[config.mk]
export PLATFORM = sky130hd
export DESIGN_NAME = pwr_seq_ctrl_flat
export DESIGN_NICKNAME = d
export VERILOG_FILES = /design/src/rtl/pwr_seq_ctrl_if.sv /design/src/rtl/pwr_seq_ctrl.sv /design/src/flat_wrapper.sv
export SDC_FILE = /design/constraint.sdc
export NUM_CORES = 1
export LEC_CHECK = 0
export ABC_CLOCK_PERIOD_IN_PS = 2700
export BUFFER_PORTS_ARGS = -buffer_cell sky130_fd_sc_hd__buf_2
export CORE_ASPECT_RATIO = 0.75
export CORE_MARGIN = 4
export CORE_UTILIZATION = 24
export DETAILED_ROUTE_END_ITERATION = 12
export SLEW_MARGIN = 20
export SYNTH_ARGS = -nofsm -noshare
export SYNTH_HDL_FRONTEND = slang
export SYNTH_SLANG_ARGS = --single-unit
[constraint.sdc]
create_clock -name i_clk_32k -period 2.7 [get_ports i_clk_32k]
set_input_delay 0.54 -clock i_clk_32k [delete_from_list [all_inputs] [get_ports i_clk_32k]]
set_output_delay 0.54 -clock i_clk_32k [all_outputs]
set_load 0.02 [all_outputs]
[src/rtl/pwr_seq_ctrl_if.sv]
// Board power-sequencing bus: raw power-good / request inputs from the board
// and the decoded control-state outputs consumed by the reset/DC-OK blocks.
interface pwr_seq_ctrl_if;
  logic       i_sby_pg;
  logic       i_work_pg;
  logic       i_all_pg;
  logic       i_on_req;
  logic       i_off_req;
  logic [3:0] o_ctrl_state;
  logic       o_ps_on;
  logic       o_pcie_rst_n;
  logic       o_ich_dcok;
  logic       o_ich_pwrgd;
  logic       o_cpu_dcok;
  logic       o_fault;
  logic [1:0] o_fault_code;

  // Board side: drives power-good/requests, observes the sequencer
  modport master (
    output i_sby_pg, i_work_pg, i_all_pg, i_on_req, i_off_req,
    input  o_ctrl_state, o_ps_on, o_pcie_rst_n, o_ich_dcok, o_ich_pwrgd,
    input  o_cpu_dcok, o_fault, o_fault_code
  );

  // Sequencer side
  modport slave (
    input  i_sby_pg, i_work_pg, i_all_pg, i_on_req, i_off_req,
    output o_ctrl_state, o_ps_on, o_pcie_rst_n, o_ich_dcok, o_ich_pwrgd,
    output o_cpu_dcok, o_fault, o_fault_code
  );
endinterface

[src/rtl/pwr_seq_ctrl.sv]
// Board power-sequencing controller. Walks the 4-bit control state from
// standby through PS_ON, PG checks, reset release and DC-OK phases to End,
// timing each phase with one saturating counter on the 32 kHz clock and
// falling back to SbyEnd/Sby on faults, off requests or standby loss.
module pwr_seq_ctrl #(
  parameter int T_STEP  = 16,
  parameter int T_RST   = 3277,
  parameter int T_PG_TO = 16384,
  parameter int TMR_W   = 16
) (
  input  logic         i_clk_32k,
  input  logic         i_rst,
  pwr_seq_ctrl_if.slave bus
);

  typedef enum logic [3:0] {
    ST_START        = 4'd0,
    ST_SBY          = 4'd1,
    ST_SBY_END      = 4'd2,
    ST_PS_ON        = 4'd3,
    ST_WORK_PG      = 4'd4,
    ST_ALL_PG       = 4'd5,
    ST_T5_RST       = 4'd6,
    ST_T5_RST_END   = 4'd7,
    ST_PCIE_RST_END = 4'd8,
    ST_ICH_DCOK     = 4'd9,
    ST_ICH_PWRGD    = 4'd10,
    ST_CPU_DCOK     = 4'd11,
    ST_END          = 4'd12
  } state_e;

  localparam logic [1:0] FC_WORK_TO = 2'b01;
  localparam logic [1:0] FC_ALL_TO  = 2'b10;
  localparam logic [1:0] FC_PG_LOST = 2'b11;

  // A dwell of D clocks ends on the edge where the timer reads D-1
  localparam logic [TMR_W-1:0] STEP_LAST = TMR_W'(T_STEP - 1);
  localparam logic [TMR_W-1:0] RST_LAST  = TMR_W'(T_RST - 1);
  localparam logic [TMR_W-1:0] TO_LAST   = TMR_W'(T_PG_TO - 1);

  logic [4:0]       async_in;
  logic [4:0]       sync_p0;
  logic [4:0]       sync_p1;
  logic             sby_s, work_s, all_s, on_s, off_s;

  state_e           state_q, state_d;
  logic [TMR_W-1:0] timer_q;
  logic             fault_d;
  logic [1:0]       code_q, code_d;
  logic             ps_on_q, pcie_rst_n_q, ich_dcok_q, ich_pwrgd_q, cpu_dcok_q;
  logic             fault_q;

  function automatic logic [TMR_W-1:0] sat_inc(input logic [TMR_W-1:0] t);
    return (t == '1) ? t : t + 1'b1;
  endfunction

  function automatic logic [TMR_W-1:0] dwell_last(input state_e st);
    return (st == ST_T5_RST) ? RST_LAST : STEP_LAST;
  endfunction

  assign async_in = {bus.i_sby_pg, bus.i_work_pg, bus.i_all_pg,
                     bus.i_on_req, bus.i_off_req};

  assign sby_s  = sync_p1[4];
  assign work_s = sync_p1[3];
  assign all_s  = sync_p1[2];
  assign on_s   = sync_p1[1];
  assign off_s  = sync_p1[0];

  // Two-flop synchroniser for every asynchronous board input
  always_ff @(posedge i_clk_32k or posedge i_rst) begin
    if (i_rst) begin
      sync_p0 <= '0;
      sync_p1 <= '0;
    end else begin
      sync_p0 <= async_in;
      sync_p1 <= sync_p0;
    end
  end

  // Next-state rules: standby loss beats off request beats PG fault beats progress
  always_comb begin
    state_d = state_q;
    fault_d = 1'b0;
    code_d  = code_q;
    case (state_q)
      ST_START: state_d = ST_SBY;
      ST_SBY: begin
        if (sby_s) state_d = ST_SBY_END;
      end
      ST_SBY_END: begin
        if (!sby_s) begin
          state_d = ST_SBY;
        end else if (on_s && !off_s) begin
          state_d = ST_PS_ON;
          code_d  = 2'b00;
        end
      end
      ST_PS_ON, ST_WORK_PG, ST_ALL_PG, ST_T5_RST, ST_T5_RST_END,
      ST_PCIE_RST_END, ST_ICH_DCOK, ST_ICH_PWRGD, ST_CPU_DCOK, ST_END: begin
        if (!sby_s) begin
          state_d = ST_SBY;
        end else if (off_s) begin
          state_d = ST_SBY_END;
        end else if (state_q == ST_PS_ON) begin
          // PG arriving on the expiry cycle still wins over the timeout
          if (work_s) begin
            state_d = ST_WORK_PG;
          end else if (timer_q == TO_LAST) begin
            state_d = ST_SBY_END;
            fault_d = 1'b1;
            code_d  = FC_WORK_TO;
          end
        end else if (state_q == ST_WORK_PG) begin
          if (all_s) begin
            state_d = ST_ALL_PG;
          end else if (timer_q == TO_LAST) begin
            state_d = ST_SBY_END;
            fault_d = 1'b1;
            code_d  = FC_ALL_TO;
          end
        end else if (!work_s || !all_s) begin
          state_d = ST_SBY_END;
          fault_d = 1'b1;
          code_d  = FC_PG_LOST;
        end else if (state_q != ST_END && timer_q == dwell_last(state_q)) begin
          state_d = state_e'(state_q + 4'd1);
        end
      end
      default: state_d = ST_SBY;
    endcase
  end

  // State, timer and outputs; outputs decode the next state so they move with o_ctrl_state
  always_ff @(posedge i_clk_32k or posedge i_rst) begin
    if (i_rst) begin
      state_q      <= ST_START;
      timer_q      <= '0;
      code_q       <= 2'b00;
      fault_q      <= 1'b0;
      ps_on_q      <= 1'b0;
      pcie_rst_n_q <= 1'b0;
      ich_dcok_q   <= 1'b0;
      ich_pwrgd_q  <= 1'b0;
      cpu_dcok_q   <= 1'b0;
    end else begin
      state_q      <= state_d;
      timer_q      <= (state_d != state_q) ? '0 : sat_inc(timer_q);
      code_q       <= code_d;
      fault_q      <= fault_d;
      ps_on_q      <= (state_d >= ST_PS_ON)        && (state_d <= ST_END);
      pcie_rst_n_q <= (state_d >= ST_PCIE_RST_END) && (state_d <= ST_END);
      ich_dcok_q   <= (state_d >= ST_ICH_DCOK)     && (state_d <= ST_END);
      ich_pwrgd_q  <= (state_d >= ST_ICH_PWRGD)    && (state_d <= ST_END);
      cpu_dcok_q   <= (state_d >= ST_CPU_DCOK)     && (state_d <= ST_END);
    end
  end

  assign bus.o_ctrl_state = state_q;
  assign bus.o_ps_on      = ps_on_q;
  assign bus.o_pcie_rst_n = pcie_rst_n_q;
  assign bus.o_ich_dcok   = ich_dcok_q;
  assign bus.o_ich_pwrgd  = ich_pwrgd_q;
  assign bus.o_cpu_dcok   = cpu_dcok_q;
  assign bus.o_fault      = fault_q;
  assign bus.o_fault_code = code_q;

endmodule

[src/flat_wrapper.sv]
// flat-port wrapper written by rule: the top's interface ports become plain ports
module pwr_seq_ctrl_flat 
#(
  parameter int T_STEP  = 16,
  parameter int T_RST   = 3277,
  parameter int T_PG_TO = 16384,
  parameter int TMR_W   = 16
)
  (i_clk_32k, i_rst, bus_i_sby_pg, bus_i_work_pg, bus_i_all_pg, bus_i_on_req, bus_i_off_req, bus_o_ctrl_state, bus_o_ps_on, bus_o_pcie_rst_n, bus_o_ich_dcok, bus_o_ich_pwrgd, bus_o_cpu_dcok, bus_o_fault, bus_o_fault_code);
  pwr_seq_ctrl_if bus_i ();
  input  logic i_clk_32k;
  input  logic i_rst;
  input wire logic [$bits(bus_i.i_sby_pg)-1:0] bus_i_sby_pg;
  input wire logic [$bits(bus_i.i_work_pg)-1:0] bus_i_work_pg;
  input wire logic [$bits(bus_i.i_all_pg)-1:0] bus_i_all_pg;
  input wire logic [$bits(bus_i.i_on_req)-1:0] bus_i_on_req;
  input wire logic [$bits(bus_i.i_off_req)-1:0] bus_i_off_req;
  output wire logic [$bits(bus_i.o_ctrl_state)-1:0] bus_o_ctrl_state;
  output wire logic [$bits(bus_i.o_ps_on)-1:0] bus_o_ps_on;
  output wire logic [$bits(bus_i.o_pcie_rst_n)-1:0] bus_o_pcie_rst_n;
  output wire logic [$bits(bus_i.o_ich_dcok)-1:0] bus_o_ich_dcok;
  output wire logic [$bits(bus_i.o_ich_pwrgd)-1:0] bus_o_ich_pwrgd;
  output wire logic [$bits(bus_i.o_cpu_dcok)-1:0] bus_o_cpu_dcok;
  output wire logic [$bits(bus_i.o_fault)-1:0] bus_o_fault;
  output wire logic [$bits(bus_i.o_fault_code)-1:0] bus_o_fault_code;
  assign bus_i.i_sby_pg = bus_i_sby_pg;
  assign bus_i.i_work_pg = bus_i_work_pg;
  assign bus_i.i_all_pg = bus_i_all_pg;
  assign bus_i.i_on_req = bus_i_on_req;
  assign bus_i.i_off_req = bus_i_off_req;
  assign bus_o_ctrl_state = bus_i.o_ctrl_state;
  assign bus_o_ps_on = bus_i.o_ps_on;
  assign bus_o_pcie_rst_n = bus_i.o_pcie_rst_n;
  assign bus_o_ich_dcok = bus_i.o_ich_dcok;
  assign bus_o_ich_pwrgd = bus_i.o_ich_pwrgd;
  assign bus_o_cpu_dcok = bus_i.o_cpu_dcok;
  assign bus_o_fault = bus_i.o_fault;
  assign bus_o_fault_code = bus_i.o_fault_code;
  pwr_seq_ctrl #(.T_STEP(T_STEP), .T_RST(T_RST), .T_PG_TO(T_PG_TO), .TMR_W(TMR_W)) u_core (.i_clk_32k(i_clk_32k), .i_rst(i_rst), .bus(bus_i));
endmodule
==> results of run 1 <==
-- sequential cells by signal (all words and copies together), names as in the netlist --
signal / flops
u_core.timer_q: 16
u_core.sync_p0: 5
u_core.sync_p1: 5
u_core.bus.o_ctrl_state: 4
u_core.bus.o_fault_code: 2
u_core.bus.o_cpu_dcok: 1
u_core.bus.o_fault: 1
u_core.bus.o_ich_dcok: 1
u_core.bus.o_ich_pwrgd: 1
u_core.bus.o_pcie_rst_n: 1
u_core.bus.o_ps_on: 1
-- routing by layer --
metal / vias to the layer above / wire, um
met1: 980 / 3200
met5: - / 0
met3: 4 / 433
met2: 79 / 2550
met4: 0 / 36
li1: 978 / -
-- critical path: cells and delay by family, from the launching register on --
family / cells / cell delay [ns]
compound gates: 5 / 1.24
fa+ha+maj: 1 / 0.16
buf+inv: 1 / 0.16
flops: 1 / 0.43
simple gates: 3 / 0.72
-- power breakdown --
| part | switching, mW | total (mW) | leakage, nW | internal, mW |
|---|---|---|---|---|
| registers | 0.0470 | 0.671 | 0.498 | 0.624 |
| clock network | 0.233 | 0.787 | 0.0971 | 0.555 |
| logic | 0.741 | 1.42 | 0.764 | 0.682 |
| total | 1.02 | 2.88 | 1.36 | 1.86 |
-- area by class of cell --
type / count / area share [%]
clock inverter: 2 / 1.92
tap: 112 / 4.48
multi-input combinational: 178 / 42.8
clock buffer: 6 / 4.44
sequential: 38 / 30.5
inverter: 8 / 1.12
timing repair buffer: 65 / 14.7
-- worst paths after layout --
kind | start | end | slack, ns | cells past startpoint
worst max-delay path | u_core.bus.o_ctrl_state[0]$_DFF_PP0_ | u_core.bus.o_ich_pwrgd$_DFF_PP0_ | -0.06 | 10
worst min-delay path | u_core.sync_p0[1]$_DFF_PP0_ | u_core.sync_p1[1]$_DFF_PP0_ | 0.35 | 0
worst max register to register | u_core.bus.o_ctrl_state[0]$_DFF_PP0_ | u_core.bus.o_ich_pwrgd$_DFF_PP0_ | -0.06 | 10
worst min register to register | u_core.sync_p0[1]$_DFF_PP0_ | u_core.sync_p1[1]$_DFF_PP0_ | 0.35 | 0
max in group asynchronous | i_rst | u_core.bus.o_ctrl_state[1]$_DFF_PP0_ | 1.97 | 3
min in group asynchronous | i_rst | u_core.sync_p0[3]$_DFF_PP0_ | 0.36 | 3
-- per-stage QoR --
stage          setup TNS, ns  hold slack (ns)
3_3_place_gp           -1.03            0.335
5_1_grt                -2.27            0.348
2_1_floorplan         -0.329            0.331
3_5_place_dp          -0.504            0.335
6_report              -0.216            0.346
4_1_cts                    0            0.348
-- Yosys cell counts, types with 2 or more instances --
| library cell | instances | area (um^2) |
|---|---|---|
| sky130_fd_sc_hd__ha_1 | 5 | 62.6 |
| sky130_fd_sc_hd__mux2i_1 | 2 | 20.0 |
| sky130_fd_sc_hd__nand3b_1 | 2 | 15.0 |
| sky130_fd_sc_hd__nand2_1 | 15 | 56.3 |
| sky130_fd_sc_hd__a31oi_1 | 3 | 18.8 |
| sky130_fd_sc_hd__buf_6 | 2 | 22.5 |
| sky130_fd_sc_hd__o211ai_1 | 4 | 30.0 |
| sky130_fd_sc_hd__a211oi_1 | 3 | 22.5 |
| sky130_fd_sc_hd__buf_2 | 2 | 10.0 |
| sky130_fd_sc_hd__o21ai_0 | 10 | 50.1 |
| sky130_fd_sc_hd__and2_1 | 3 | 18.8 |
| sky130_fd_sc_hd__o21a_1 | 4 | 30.0 |
| sky130_fd_sc_hd__a21oi_1 | 11 | 55.1 |
| sky130_fd_sc_hd__nor2_1 | 25 | 93.8 |
| sky130_fd_sc_hd__nor3_1 | 9 | 45.0 |
| sky130_fd_sc_hd__nand2b_1 | 2 | 12.5 |
| sky130_fd_sc_hd__nand4_1 | 5 | 31.3 |
| sky130_fd_sc_hd__and3_1 | 7 | 43.8 |
| sky130_fd_sc_hd__a311oi_1 | 2 | 17.5 |
| sky130_fd_sc_hd__dfrtp_1 | 38 | 951 |
| sky130_fd_sc_hd__and4_1 | 5 | 43.8 |
| sky130_fd_sc_hd__xnor2_1 | 4 | 35.0 |
| sky130_fd_sc_hd__o31ai_1 | 2 | 15.0 |
| sky130_fd_sc_hd__or2_2 | 2 | 12.5 |
| sky130_fd_sc_hd__xor2_1 | 10 | 87.6 |
| sky130_fd_sc_hd__nor4_1 | 5 | 31.3 |
| sky130_fd_sc_hd__and4b_1 | 2 | 20.0 |
| sky130_fd_sc_hd__nand3_1 | 11 | 55.1 |
| sky130_fd_sc_hd__inv_1 | 8 | 30.0 |
| sky130_fd_sc_hd__mux2_2 | 3 | 33.8 |
| sky130_fd_sc_hd__or3_1 | 2 | 12.5 |
-- kinds of logic (layout without fill, tap and decap cells) --
kind of cell / after synthesis / in the layout / share of synthesized area [%]
muxes: 5 / 5 / 2.44
DFF: 38 / 38 / 43.1
xor gates and xnor gates: 14 / 14 / 5.55
adders and majority gates: 5 / 5 / 2.83
and+or+nand+nor: 104 / 104 / 26.4
AOI/OAI and AO/OA: 50 / 50 / 16.4
buffers and inverters: 14 / 81 / 3.34
-- timing repair --
item / in CTS / in global routing
endpoints found under the setup margin: 21 / 21
gates resized for setup: 12 / 16
pin swaps: 8 / 11
buffers inserted: 5 / 3
==> qor.log, run 1 <==
INFO  status         run_status=finished, violations left
INFO  global_route   grtUsageMet2=14.8%
INFO  timing         rsz0062_at_grt=yes
INFO  placement      pre_cts_ws=-0.0890ns
INFO  cells_and_area postLayoutCoreUtil=34.7%
INFO  cells_and_area fillCellCount=920
INFO  placement      io_buffer_count=18
INFO  cells_and_area layout.cells.most_common_list=45 x sky130_fd_sc_hd__buf_4, 36 x sky130_fd_sc_hd__dfrtp_1, 23 x sky130_fd_sc_hd__nor2_1
INFO  global_route   grt_max_degree=39
INFO  die            io_pins=19
INFO  die            floorplan.initialDensity=24.5%
INFO  status         violations=setup timing
INFO  worst_hold_path worstHoldPathType=flip-flop to flip-flop
INFO  die            fp.dieArea=10800um^2
INFO  cells_and_area antenna_cells_inserted=0
INFO  placement      detailed_place.area=2730um^2
INFO  cells_and_area synthToLayoutAreaGrowth=41.5%
INFO  routing        first_drt_iteration_drcs=176
INFO  global_route   global_route_wire_length_before_repair=10.0mm
INFO  routing        post_drt_wl_per_cell=15.2um
INFO  global_route   grt_busiest_layer=met1
INFO  clock_network  worst_skew_pair.late_latency=0.28ns
INFO  die            dieHeight=91.1um
INFO  critical_path  path_max_fanout=4
INFO  global_route   global_routing_usage_summed_across_all_routing_layers=11.5%
INFO  clock_network  tritoncts=built
INFO  clock_network  h-tree-depth=2
INFO  clock_network  cts.reportedPaths.clkPinSlew=0.06ns
INFO  critical_path  worst-endpoint-required=2.91ns
INFO  die            num_rows=30
INFO  clock_network  clock_buffer_count_from_cts=5
INFO  timing         worstMarginPinSlew=0.696ns
INFO  clock_network  clk_path_buf_depth=2
INFO  routing        count_of_unresolved_drc_violations_after_routing=0
INFO  routing        drtAntennaViolNets=0
INFO  placement      hpwlAfterDp=4.41mm
INFO  yosys          async_reset_ff_share=100%
INFO  clock_network  numClockSinks=38
INFO  yosys          ys_seq_area_share=43.1%
INFO  yosys          postSynthNetCount=242
INFO  critical_path  slowest_cell_on_the_critical_path=sky130_fd_sc_hd__dfrtp_2
INFO  clock_network  cts-root-buf=sky130_fd_sc_hd__clkbuf_16
INFO  routing        drt_pre_antenna_iters=5
INFO  timing         fin_crit_sh=102%
INFO  timing         fmax=362MHz
INFO  timing         finalHoldViolCount=0
INFO  cells_and_area multiInputGateArea=1340um^2
INFO  yosys          synth_cell_type_count=53
INFO  placement      post-place-cells=393
INFO  cells_and_area final_common_cell=sky130_fd_sc_hd__buf_4
INFO  run            maxCapViolCount=0
INFO  yosys          mappedNetlistArea=2210um^2
INFO  timing         fin_worst_skew=0.00369ns
INFO  yosys          ys_seq_elements=38
INFO  power          irDropWorstVdd=0.299mV
INFO  routing        wl=6.22mm
INFO  timing         pins_over_their_slew_limit=0
INFO  global_route   met1_usage=17.8%
INFO  critical_path  critical_path_arrival=2.97ns
INFO  timing         max-slew-margin-rel=53.1%
INFO  global_route   grt_antenna_before_repair=0
INFO  yosys          yosys_warnings=0
INFO  cells_and_area final_layout_size_suffix_gt1_share=39.1%
INFO  timing         final.min_clock_period=2.76ns
INFO  yosys          syn_avg_cell_area=9.60um^2
INFO  power          p_leak=1.36nW
INFO  global_route   global_route.usage.met3=4.05%
INFO  yosys          yosys_most_used_dff=sky130_fd_sc_hd__dfrtp_1
INFO  global_route   grt_remaining_overflow=0
INFO  die            die_w=119um
INFO  critical_path  end_kind=flip-flop
INFO  routing        routed-via-count=2041
INFO  timing         final.setup.worst_slack=-0.0612ns
INFO  critical_path  critical_path.cell_chain=buf_4 -> ha_4 -> o32a_4 -> o22ai_4 -> nor2_4 -> o311a_1 -> a221o_2 -> or3_4 -> or2_4 -> a21oi_2
INFO  critical_path  critical_path.startpoint_type=flip-flop
INFO  critical_path  crit_type=flip-flop to flip-flop
INFO  die            fp.coreArea=9010um^2
INFO  critical_path  critical_path.max_stage_delay=0.43ns
INFO  yosys          synthCells=230
INFO  power          finalPower=2.88mW
INFO  routing        number_of_vias_per_cell=4.99
INFO  power          power.density_cell_area=922nW/um^2
INFO  global_route   first_global_vias=1912
INFO  cells_and_area finish.cell_count_without_fillers=409
INFO  timing         report.final.setup_viol=6
INFO  cells_and_area seqCellArea=953um^2
INFO  cells_and_area number_of_nets_in_the_finished_design=308
INFO  clock_network  post_cts_hold_buffer_count=0
INFO  placement      finalWeightedCongestion=0.956
INFO  yosys          synth_enable_flop_cells=0
INFO  cells_and_area layout.cell_area.non_filler=3130um^2
(Power assumes the default switching activity.)
==> run 2, diff against run 1 <==
- CTS_BUF_LIST: unset -> sky130_fd_sc_hd__clkbuf_16
- GPL_TIMING_DRIVEN: unset -> 0
==> run 2 against run 1 <==
The flow still finishes with violations (setup timing); largest power group unchanged; maximum frequency is 0.27% higher; worst setup slack gained 0.0075 ns; sequential share of layout area grew 0.30 points; flip-flop and latch count did not move.
==> qor.log, run 2 (synthesis results as in run 1) <==
INFO  clock_network  h-tree-depth=2 [unchanged]
INFO  routing        count_of_unresolved_drc_violations_after_routing=0 [unchanged]
INFO  timing         report.final.setup_viol=3 [was 6]
INFO  critical_path  critical_path_arrival=2.96ns [was 2.97 ns]
INFO  placement      finalWeightedCongestion=0.851 [was 0.956]
INFO  placement      io_buffer_count=18 [unchanged]
INFO  die            dieHeight=91.1um [unchanged]
INFO  die            fp.dieArea=10800um^2 [unchanged]
INFO  timing         final.min_clock_period=2.75ns [was 2.76 ns]
INFO  die            floorplan.initialDensity=24.5% [unchanged]
INFO  global_route   grt_max_degree=22 [was 39]
INFO  routing        routed-via-count=2031 [was 2041]
INFO  cells_and_area reg_top3=u_core.timer_q: 16 flops, u_core.sync_p0: 5 flops, u_core.sync_p1: 5 flops [unchanged]
INFO  clock_network  tritoncts=built [unchanged]
INFO  clock_network  clock_buffer_count_from_cts=5 [unchanged]
INFO  critical_path  critical_path.cell_chain=inv_4 -> ha_4 -> o32a_4 -> o22ai_4 -> nor2_4 -> o311a_1 -> a221o_2 -> or3_4 -> or2_4 -> a21oi_2 [was buf_4 -> ha_4 -> o32a_4 -> o22ai_4 -> nor2_4 -> o311a_1 -> a221o_2 -> or3_4 -> or2_4 -> a21oi_2]
INFO  run            maxCapViolCount=0 [unchanged]
INFO  cells_and_area antenna_cells_inserted=0 [unchanged]
INFO  critical_path  cp_num_cells=10 [unchanged]
INFO  timing         fin_setup_tns=-0.150ns [was -0.216 ns]
INFO  timing         fin_crit_sh=102% [about the same]
INFO  routing        first_drt_iteration_drcs=193 [was 176]
INFO  critical_path  critical_path.startpoint_type=flip-flop [unchanged]
INFO  critical_path  worst-endpoint-required=2.91ns [about the same]
INFO  critical_path  critical_path.top_delay_family=compound AO/OA/AOI/OAI gates [unchanged]
INFO  die            fp.coreArea=9010um^2 [unchanged]
INFO  critical_path  end_kind=flip-flop [unchanged]
INFO  critical_path  slowest_cell_on_the_critical_path=sky130_fd_sc_hd__dfrtp_2 [unchanged]
INFO  status         run_status=finished, violations left [unchanged]
INFO  timing         finalHoldViolCount=0 [unchanged]
INFO  power          p_leak=1.30nW [was 1.36 nW]
INFO  die            io_pins=19 [unchanged]
INFO  status         violations=setup timing [unchanged]
INFO  clock_network  post_cts_hold_buffer_count=0 [unchanged]
INFO  timing         fin_worst_skew=0.00337ns [was 0.00369 ns]
INFO  timing         max-slew-margin-rel=61.5% [was 53.1%]
INFO  placement      hpwlAfterDp=4.09mm [was 4.41 mm]
INFO  critical_path  reg2reg_to=u_core.bus.o_cpu_dcok$_DFF_PP0_ [was u_core.bus.o_ich_pwrgd$_DFF_PP0_]
INFO  timing         worstMarginPinSlew=0.572ns [was 0.696 ns]
INFO  timing         rsz0062_at_grt=yes [unchanged]
INFO  global_route   global_route_wire_length_before_repair=9.86mm [was 10.0 mm]
INFO  timing         pins_over_their_slew_limit=0 [unchanged]
INFO  cells_and_area postLayoutCoreUtil=34.4% [was 34.7%]
INFO  clock_network  clk_path_buf_depth=2 [unchanged]
INFO  die            die_w=119um [unchanged]
INFO  global_route   grt_antenna_before_repair=0 [unchanged]
INFO  global_route   grt_remaining_overflow=0 [unchanged]
INFO  die            num_rows=30 [unchanged]
INFO  clock_network  cts.reportedPaths.clkPinSlew=0.06ns [about the same]
INFO  global_route   global_routing_usage_summed_across_all_routing_layers=11.3% [was 11.5%]
INFO  power          irDropWorstVdd=0.351mV [was 0.299 mV]
INFO  critical_path  critical_path.max_stage_delay=0.47ns [was 0.43 ns]
INFO  timing         fmax=363MHz [was 362 MHz]
INFO  timing         final.setup.worst_slack=-0.0537ns [was -0.0612 ns]
INFO  cells_and_area final_layout_size_suffix_gt1_share=39.6% [was 39.1%]
INFO  worst_hold_path worstHoldPathType=input port to async pin [was flip-flop to flip-flop]
INFO  power          power.density_cell_area=931nW/um^2 [was 922 nW/um^2]
INFO  cells_and_area finish.cell_count_without_fillers=397 [was 409]
INFO  critical_path  critPathBufInv=1 [unchanged]
INFO  critical_path  reg2reg_slack=-0.05ns [was -0.06 ns]
INFO  routing        number_of_vias_per_cell=5.12 [was 4.99]
INFO  cells_and_area final_common_cell=sky130_fd_sc_hd__dfrtp_1 [was sky130_fd_sc_hd__buf_4]
INFO  clock_network  numClockSinks=38 [unchanged]
INFO  routing        post_drt_wl_per_cell=15.7um [was 15.2 um]
INFO  routing        drtAntennaViolNets=0 [unchanged]
INFO  cells_and_area layout.cells.most_common_list=34 x sky130_fd_sc_hd__dfrtp_1, 28 x sky130_fd_sc_hd__buf_4, 19 x sky130_fd_sc_hd__buf_2 [was 45 x sky130_fd_sc_hd__buf_4, 36 x sky130_fd_sc_hd__dfrtp_1, 23 x sky130_fd_sc_hd__nor2_1]
INFO  cells_and_area largest_register_ffs=16 [unchanged]
INFO  cells_and_area synthToLayoutAreaGrowth=40.5% [was 41.5%]
INFO  placement      post-place-cells=361 [was 393]
INFO  critical_path  r2r.worst_path.cells=10 [unchanged]
INFO  routing        wl=6.23mm [was 6.22 mm]
INFO  routing        drt_pre_antenna_iters=5 [unchanged]
INFO  cells_and_area number_of_nets_in_the_finished_design=296 [was 308]
INFO  critical_path  path_max_fanout=5 [was 4]
INFO  clock_network  worst_skew_pair.late_latency=0.28ns [about the same]
INFO  critical_path  crit_type=flip-flop to flip-flop [unchanged]
INFO  cells_and_area registers.top_by_ff_count=u_core.timer_q [unchanged]
INFO  clock_network  cts-root-buf=sky130_fd_sc_hd__clkbuf_16 [unchanged]
INFO  critical_path  crit-reg2reg-launch=u_core.bus.o_ctrl_state[0]$_DFF_PP0_ [unchanged]
INFO  global_route   first_global_vias=1886 [was 1912]
-- run 2: cell count changes in the layout (fill, tap and decap cells not counted), sizes merged --
cell,previous run,this run
clkinv,0,1
buf,65,52
-- run 2: area by class of cell --
cell class,instances,area (um^2)
clock buffer,5,125
buffer,5,38.8
fill,899,5910
sequential,38,956
clock inverter,3,63.8
timing repair buffer,48,343
multi-input combinational,178,1400
inverter,8,32.5
tap,112,140
-- run 2: routing by layer --
layer / routed length (um) / track usage [%] / vias to the layer above
met1: 3150 / 17.1 / 977
met5: 0 / 0 / -
li1: - / - / 967
met3: 403 / 3.24 / 4
met4: 31 / 2.12 / 0
met2: 2640 / 15.9 / 83
-- run 2: power breakdown --
group	leakage, nW	switching, mW	total (mW)	internal (mW)
Sequential	0.495	0.0647	0.690	0.625
Combinational	0.712	0.781	1.45	0.666
Clock	0.0915	0.227	0.753	0.526
Total	1.30	1.07	2.89	1.82
-- run 2: what timing repair did --
item / CTS / global route
gates cloned: 0 / 1
setup buffers: 21 / 7
setup endpoints to repair: 21 / 21
gates resized for setup: 20 / 26
pin swaps: 14 / 8
-- run 2: worst register-to-register path, stage by stage (launching register included) --
cell	delay, ns
sky130_fd_sc_hd__dfrtp_2	0.47
sky130_fd_sc_hd__inv_4	0.08
sky130_fd_sc_hd__ha_4	0.18
sky130_fd_sc_hd__o32a_4	0.39
sky130_fd_sc_hd__o22ai_4	0.26
sky130_fd_sc_hd__nor2_4	0.06
sky130_fd_sc_hd__o311a_1	0.11
sky130_fd_sc_hd__a221o_2	0.42
sky130_fd_sc_hd__or3_4	0.34
sky130_fd_sc_hd__or2_4	0.26
sky130_fd_sc_hd__a21oi_2	0.11
-- run 2: how the worst max path moves through the flow --
stage | startpoint | end
after floorplan | u_core.bus.o_ctrl_state[1]$_DFF_PP0_ | u_core.bus.o_ich_dcok$_DFF_PP0_
after global placement | u_core.bus.o_ctrl_state[0]$_DFF_PP0_ | u_core.timer_q[1]$_DFFE_PP0P_
after detailed placement | u_core.bus.o_ctrl_state[0]$_DFF_PP0_ | u_core.timer_q[9]$_DFFE_PP0P_
after CTS | u_core.bus.o_ctrl_state[0]$_DFF_PP0_ | u_core.bus.o_cpu_dcok$_DFF_PP0_
after global routing | u_core.bus.o_ctrl_state[0]$_DFF_PP0_ | u_core.bus.o_ich_dcok$_DFF_PP0_
final | u_core.bus.o_ctrl_state[0]$_DFF_PP0_ | u_core.bus.o_cpu_dcok$_DFF_PP0_
-- run 2: metrics by stage --
step	hold WS, ns	power, mW	area (um^2)	setup slack, ns
floorplan	0.331	1.33	2230	-0.113
global placement	0.334	1.54	2460	-0.487
detailed placement	0.335	1.57	2490	-0.494
CTS	0.266	2.66	2930	-0.0148
global route	0.280	3.05	3100	-0.125
finish	0.251	2.89	3100	-0.0537
==> run 3, diff against run 2 <==
- BUFFER_PORTS_ARGS: -buffer_cell sky130_fd_sc_hd__buf_2 -> unset
- CTS_BUF_LIST: sky130_fd_sc_hd__clkbuf_16 -> sky130_fd_sc_hd__clkbuf_8
- DONT_BUFFER_PORTS: unset -> 1
- PLACE_DENSITY_LB_ADDON: unset -> 0.12
==> run 3 against run 2 <==
The flow still finishes with violations (setup timing); clock power is 46% lower; sequential share of layout area grew 2.6 points; first-iteration DRC count shrank 49%; die area is the same; flip-flop and latch count stayed put; worst hold slack lost 0.14 ns; critical endpoint unchanged.
==> qor.log, run 3 (synthesis results as in run 1) <==
INFO  worst_hold_path worstHoldPathType=input port to async pin [unchanged]
INFO  critical_path  reg2reg_slack=-0.22ns [was -0.05 ns]
INFO  cells_and_area synthToLayoutAreaGrowth=29.2% [was 40.5%]
INFO  status         violations=setup timing [unchanged]
INFO  die            num_rows=30 [unchanged]
INFO  global_route   global_routing_usage_summed_across_all_routing_layers=11.6% [was 11.3%]
INFO  timing         worstMarginPinSlew=0.545ns [was 0.572 ns]
INFO  placement      finalWeightedCongestion=0.796 [was 0.851]
INFO  critical_path  critical_path.startpoint=u_core.bus.o_ctrl_state[0]$_DFF_PP0_ [unchanged]
INFO  cells_and_area final_common_cell=sky130_fd_sc_hd__dfrtp_1 [unchanged]
INFO  placement      io_buffer_count=0 [was 18]
INFO  clock_network  worst_skew_pair.late_latency=0.29ns [was 0.28 ns]
INFO  critical_path  crit-reg2reg-launch=u_core.bus.o_ctrl_state[0]$_DFF_PP0_ [unchanged]
INFO  placement      pre_cts_ws=-0.647ns [was -0.494 ns]
INFO  routing        wl=6.26mm [was 6.23 mm]
INFO  critical_path  worst-endpoint-required=2.92ns [was 2.91 ns]
INFO  clock_network  numClockSinks=38 [unchanged]
INFO  placement      hpwlAfterDp=4.31mm [was 4.09 mm]
INFO  cells_and_area antenna_cells_inserted=0 [unchanged]
INFO  routing        routed-via-count=1903 [was 2031]
INFO  critical_path  r2r.worst_path.cells=10 [unchanged]
INFO  power          irDropWorstVdd=0.279mV [was 0.351 mV]
INFO  critical_path  critical_path.startpoint_type=flip-flop [unchanged]
INFO  cells_and_area number_of_nets_in_the_finished_design=275 [was 296]
INFO  timing         rsz0062_at_grt=yes [unchanged]
INFO  timing         final.min_clock_period=2.92ns [was 2.75 ns]
INFO  die            fp.dieArea=10800um^2 [unchanged]
INFO  clock_network  h-tree-depth=2 [unchanged]
INFO  routing        count_of_unresolved_drc_violations_after_routing=0 [unchanged]
INFO  cells_and_area finish.cell_count_without_fillers=376 [was 397]
INFO  power          power.density_cell_area=852nW/um^2 [was 931 nW/um^2]
INFO  power          p_leak=1.16nW [was 1.30 nW]
INFO  critical_path  slowest_cell_on_the_critical_path=sky130_fd_sc_hd__dfrtp_2 [unchanged]
INFO  die            floorplan.initialDensity=24.5% [unchanged]
INFO  global_route   grt_max_degree=24 [was 22]
INFO  cells_and_area postLayoutCoreUtil=31.7% [was 34.4%]
INFO  routing        post_drt_wl_per_cell=16.6um [was 15.7 um]
INFO  critical_path  critical_path.cell_chain=inv_4 -> ha_4 -> o32a_4 -> o22ai_4 -> nor2_4 -> o311a_1 -> a221o_2 -> or3_4 -> or2_4 -> a21oi_2 [unchanged]
INFO  cells_and_area reg_top3=u_core.timer_q: 16 flops, u_core.sync_p0: 5 flops, u_core.sync_p1: 5 flops [unchanged]
INFO  global_route   global_route_wire_length_before_repair=10.1mm [was 9.86 mm]
INFO  clock_network  tritoncts=built [unchanged]
INFO  clock_network  cts-root-buf=sky130_fd_sc_hd__clkbuf_8 [was sky130_fd_sc_hd__clkbuf_16]
INFO  routing        number_of_vias_per_cell=5.06 [was 5.12]
INFO  critical_path  reg2reg_to=u_core.bus.o_cpu_dcok$_DFF_PP0_ [unchanged]
INFO  cells_and_area layout.cells.most_common_list=36 x sky130_fd_sc_hd__dfrtp_1, 24 x sky130_fd_sc_hd__nor2_1, 22 x sky130_fd_sc_hd__buf_4 [was 34 x sky130_fd_sc_hd__dfrtp_1, 28 x sky130_fd_sc_hd__buf_4, 19 x sky130_fd_sc_hd__buf_2]
INFO  clock_network  cts.reportedPaths.clkPinSlew=0.08ns [was 0.06 ns]
INFO  routing        drt_pre_antenna_iters=4 [was 5]
INFO  routing        first_drt_iteration_drcs=98 [was 193]
INFO  global_route   first_global_vias=1852 [was 1886]
INFO  cells_and_area largest_register_ffs=16 [unchanged]
INFO  global_route   grt_remaining_overflow=0 [unchanged]
INFO  timing         max-slew-margin-rel=63.3% [was 61.5%]
INFO  cells_and_area registers.top_by_ff_count=u_core.timer_q [unchanged]
INFO  global_route   grt_antenna_before_repair=0 [unchanged]
INFO  critical_path  path_max_fanout=7 [was 5]
INFO  die            dieHeight=91.1um [unchanged]
INFO  routing        drtAntennaViolNets=0 [unchanged]
INFO  timing         fmax=343MHz [was 363 MHz]
INFO  timing         finalHoldViolCount=0 [unchanged]
INFO  timing         fin_worst_skew=0.00876ns [was 0.00337 ns]
INFO  status         run_status=finished, violations left [unchanged]
INFO  run            maxCapViolCount=0 [unchanged]
INFO  cells_and_area final_layout_size_suffix_gt1_share=30.7% [was 39.6%]
INFO  critical_path  end_kind=flip-flop [unchanged]
INFO  clock_network  clock_buffer_count_from_cts=5 [unchanged]
INFO  timing         report.final.setup_viol=21 [was 3]
INFO  critical_path  critical_path.max_stage_delay=0.56ns [was 0.47 ns]
INFO  clock_network  clk_path_buf_depth=2 [unchanged]
INFO  timing         fin_crit_sh=108% [was 102%]
INFO  die            io_pins=19 [unchanged]
INFO  placement      post-place-cells=343 [was 361]
INFO  die            fp.coreArea=9010um^2 [unchanged]
INFO  timing         pins_over_their_slew_limit=0 [unchanged]
INFO  die            die_w=119um [unchanged]
INFO  timing         final.setup.worst_slack=-0.215ns [was -0.0537 ns]
INFO  critical_path  critical_path_arrival=3.13ns [was 2.96 ns]
INFO  power          finalPower=2.43mW [was 2.89 mW]
INFO  critical_path  crit_type=flip-flop to flip-flop [unchanged]
run 3: stage by stage:
stage          hold slack, ns  setup TNS [ns]  instance area [um^2]
6_report                0.116           -2.27                  2850
5_1_grt                 0.140           -4.44                  2850
4_1_cts                 0.121           -1.57                  2760
3_5_place_dp            0.335          -10.12                  2400
3_3_place_gp            0.333          -12.16                  2370
2_1_floorplan           0.331          -0.329                  2230
run 3: metal layers:
metal	GRT usage (%)	part of all wire [%]
met5	0	0
met4	3.18	0.82
met1	18.2	54
met2	15.5	41
met3	2.80	3.5
run 3: power by group:
part	internal [mW]	switching, mW	total [mW]
combinational	0.606	0.664	1.27
sequential	0.622	0.131	0.753
clock	0.203	0.204	0.407
total	1.43	1.00	2.43
run 3: worst max-delay path by stage:
| stage | endpoint | depth (start not counted) |
|---|---|---|
| 2_1_floorplan | u_core.bus.o_ich_dcok$_DFF_PP0_ | 11 |
| 3_3_place_gp | u_core.timer_q[0]$_DFFE_PP0P_ | 12 |
| 3_5_place_dp | u_core.timer_q[1]$_DFFE_PP0P_ | 12 |
| 4_1_cts | u_core.bus.o_cpu_dcok$_DFF_PP0_ | 10 |
| 5_1_grt | u_core.bus.o_ich_pwrgd$_DFF_PP0_ | 10 |
| 6_report | u_core.bus.o_cpu_dcok$_DFF_PP0_ | 10 |
run 3: area by class of cell:
type / count / area, um^2
Buffer: 5 / 38.8
Clock buffer: 6 / 82.6
Clock inverter: 2 / 8.76
Fill cell: 954 / 6160
Inverter: 8 / 35.0
Multi-Input combinational cell: 178 / 1360
Sequential cell: 38 / 953
Tap cell: 112 / 140
Timing Repair Buffer: 27 / 234
run 3: worst max-delay path, delay by kind of cell, from the launching register on:
family                   cells  cell delay (ns)
AO/OA/AOI/OAI                5             1.32
adder cells (fa/ha/maj)      1             0.19
buffers and inverters        1             0.10
flip-flops                   1             0.56
AND/OR/NAND/NOR              3             0.67
run 3: repair_timing:
item                       CTS  global route
resized for setup           24            10
pin swaps                   17             7
buffers inserted            20             5
hold buffers                 0             0
setup endpoints to repair   21            21
hold endpoints to repair     0             0
gates cloned                 0             1
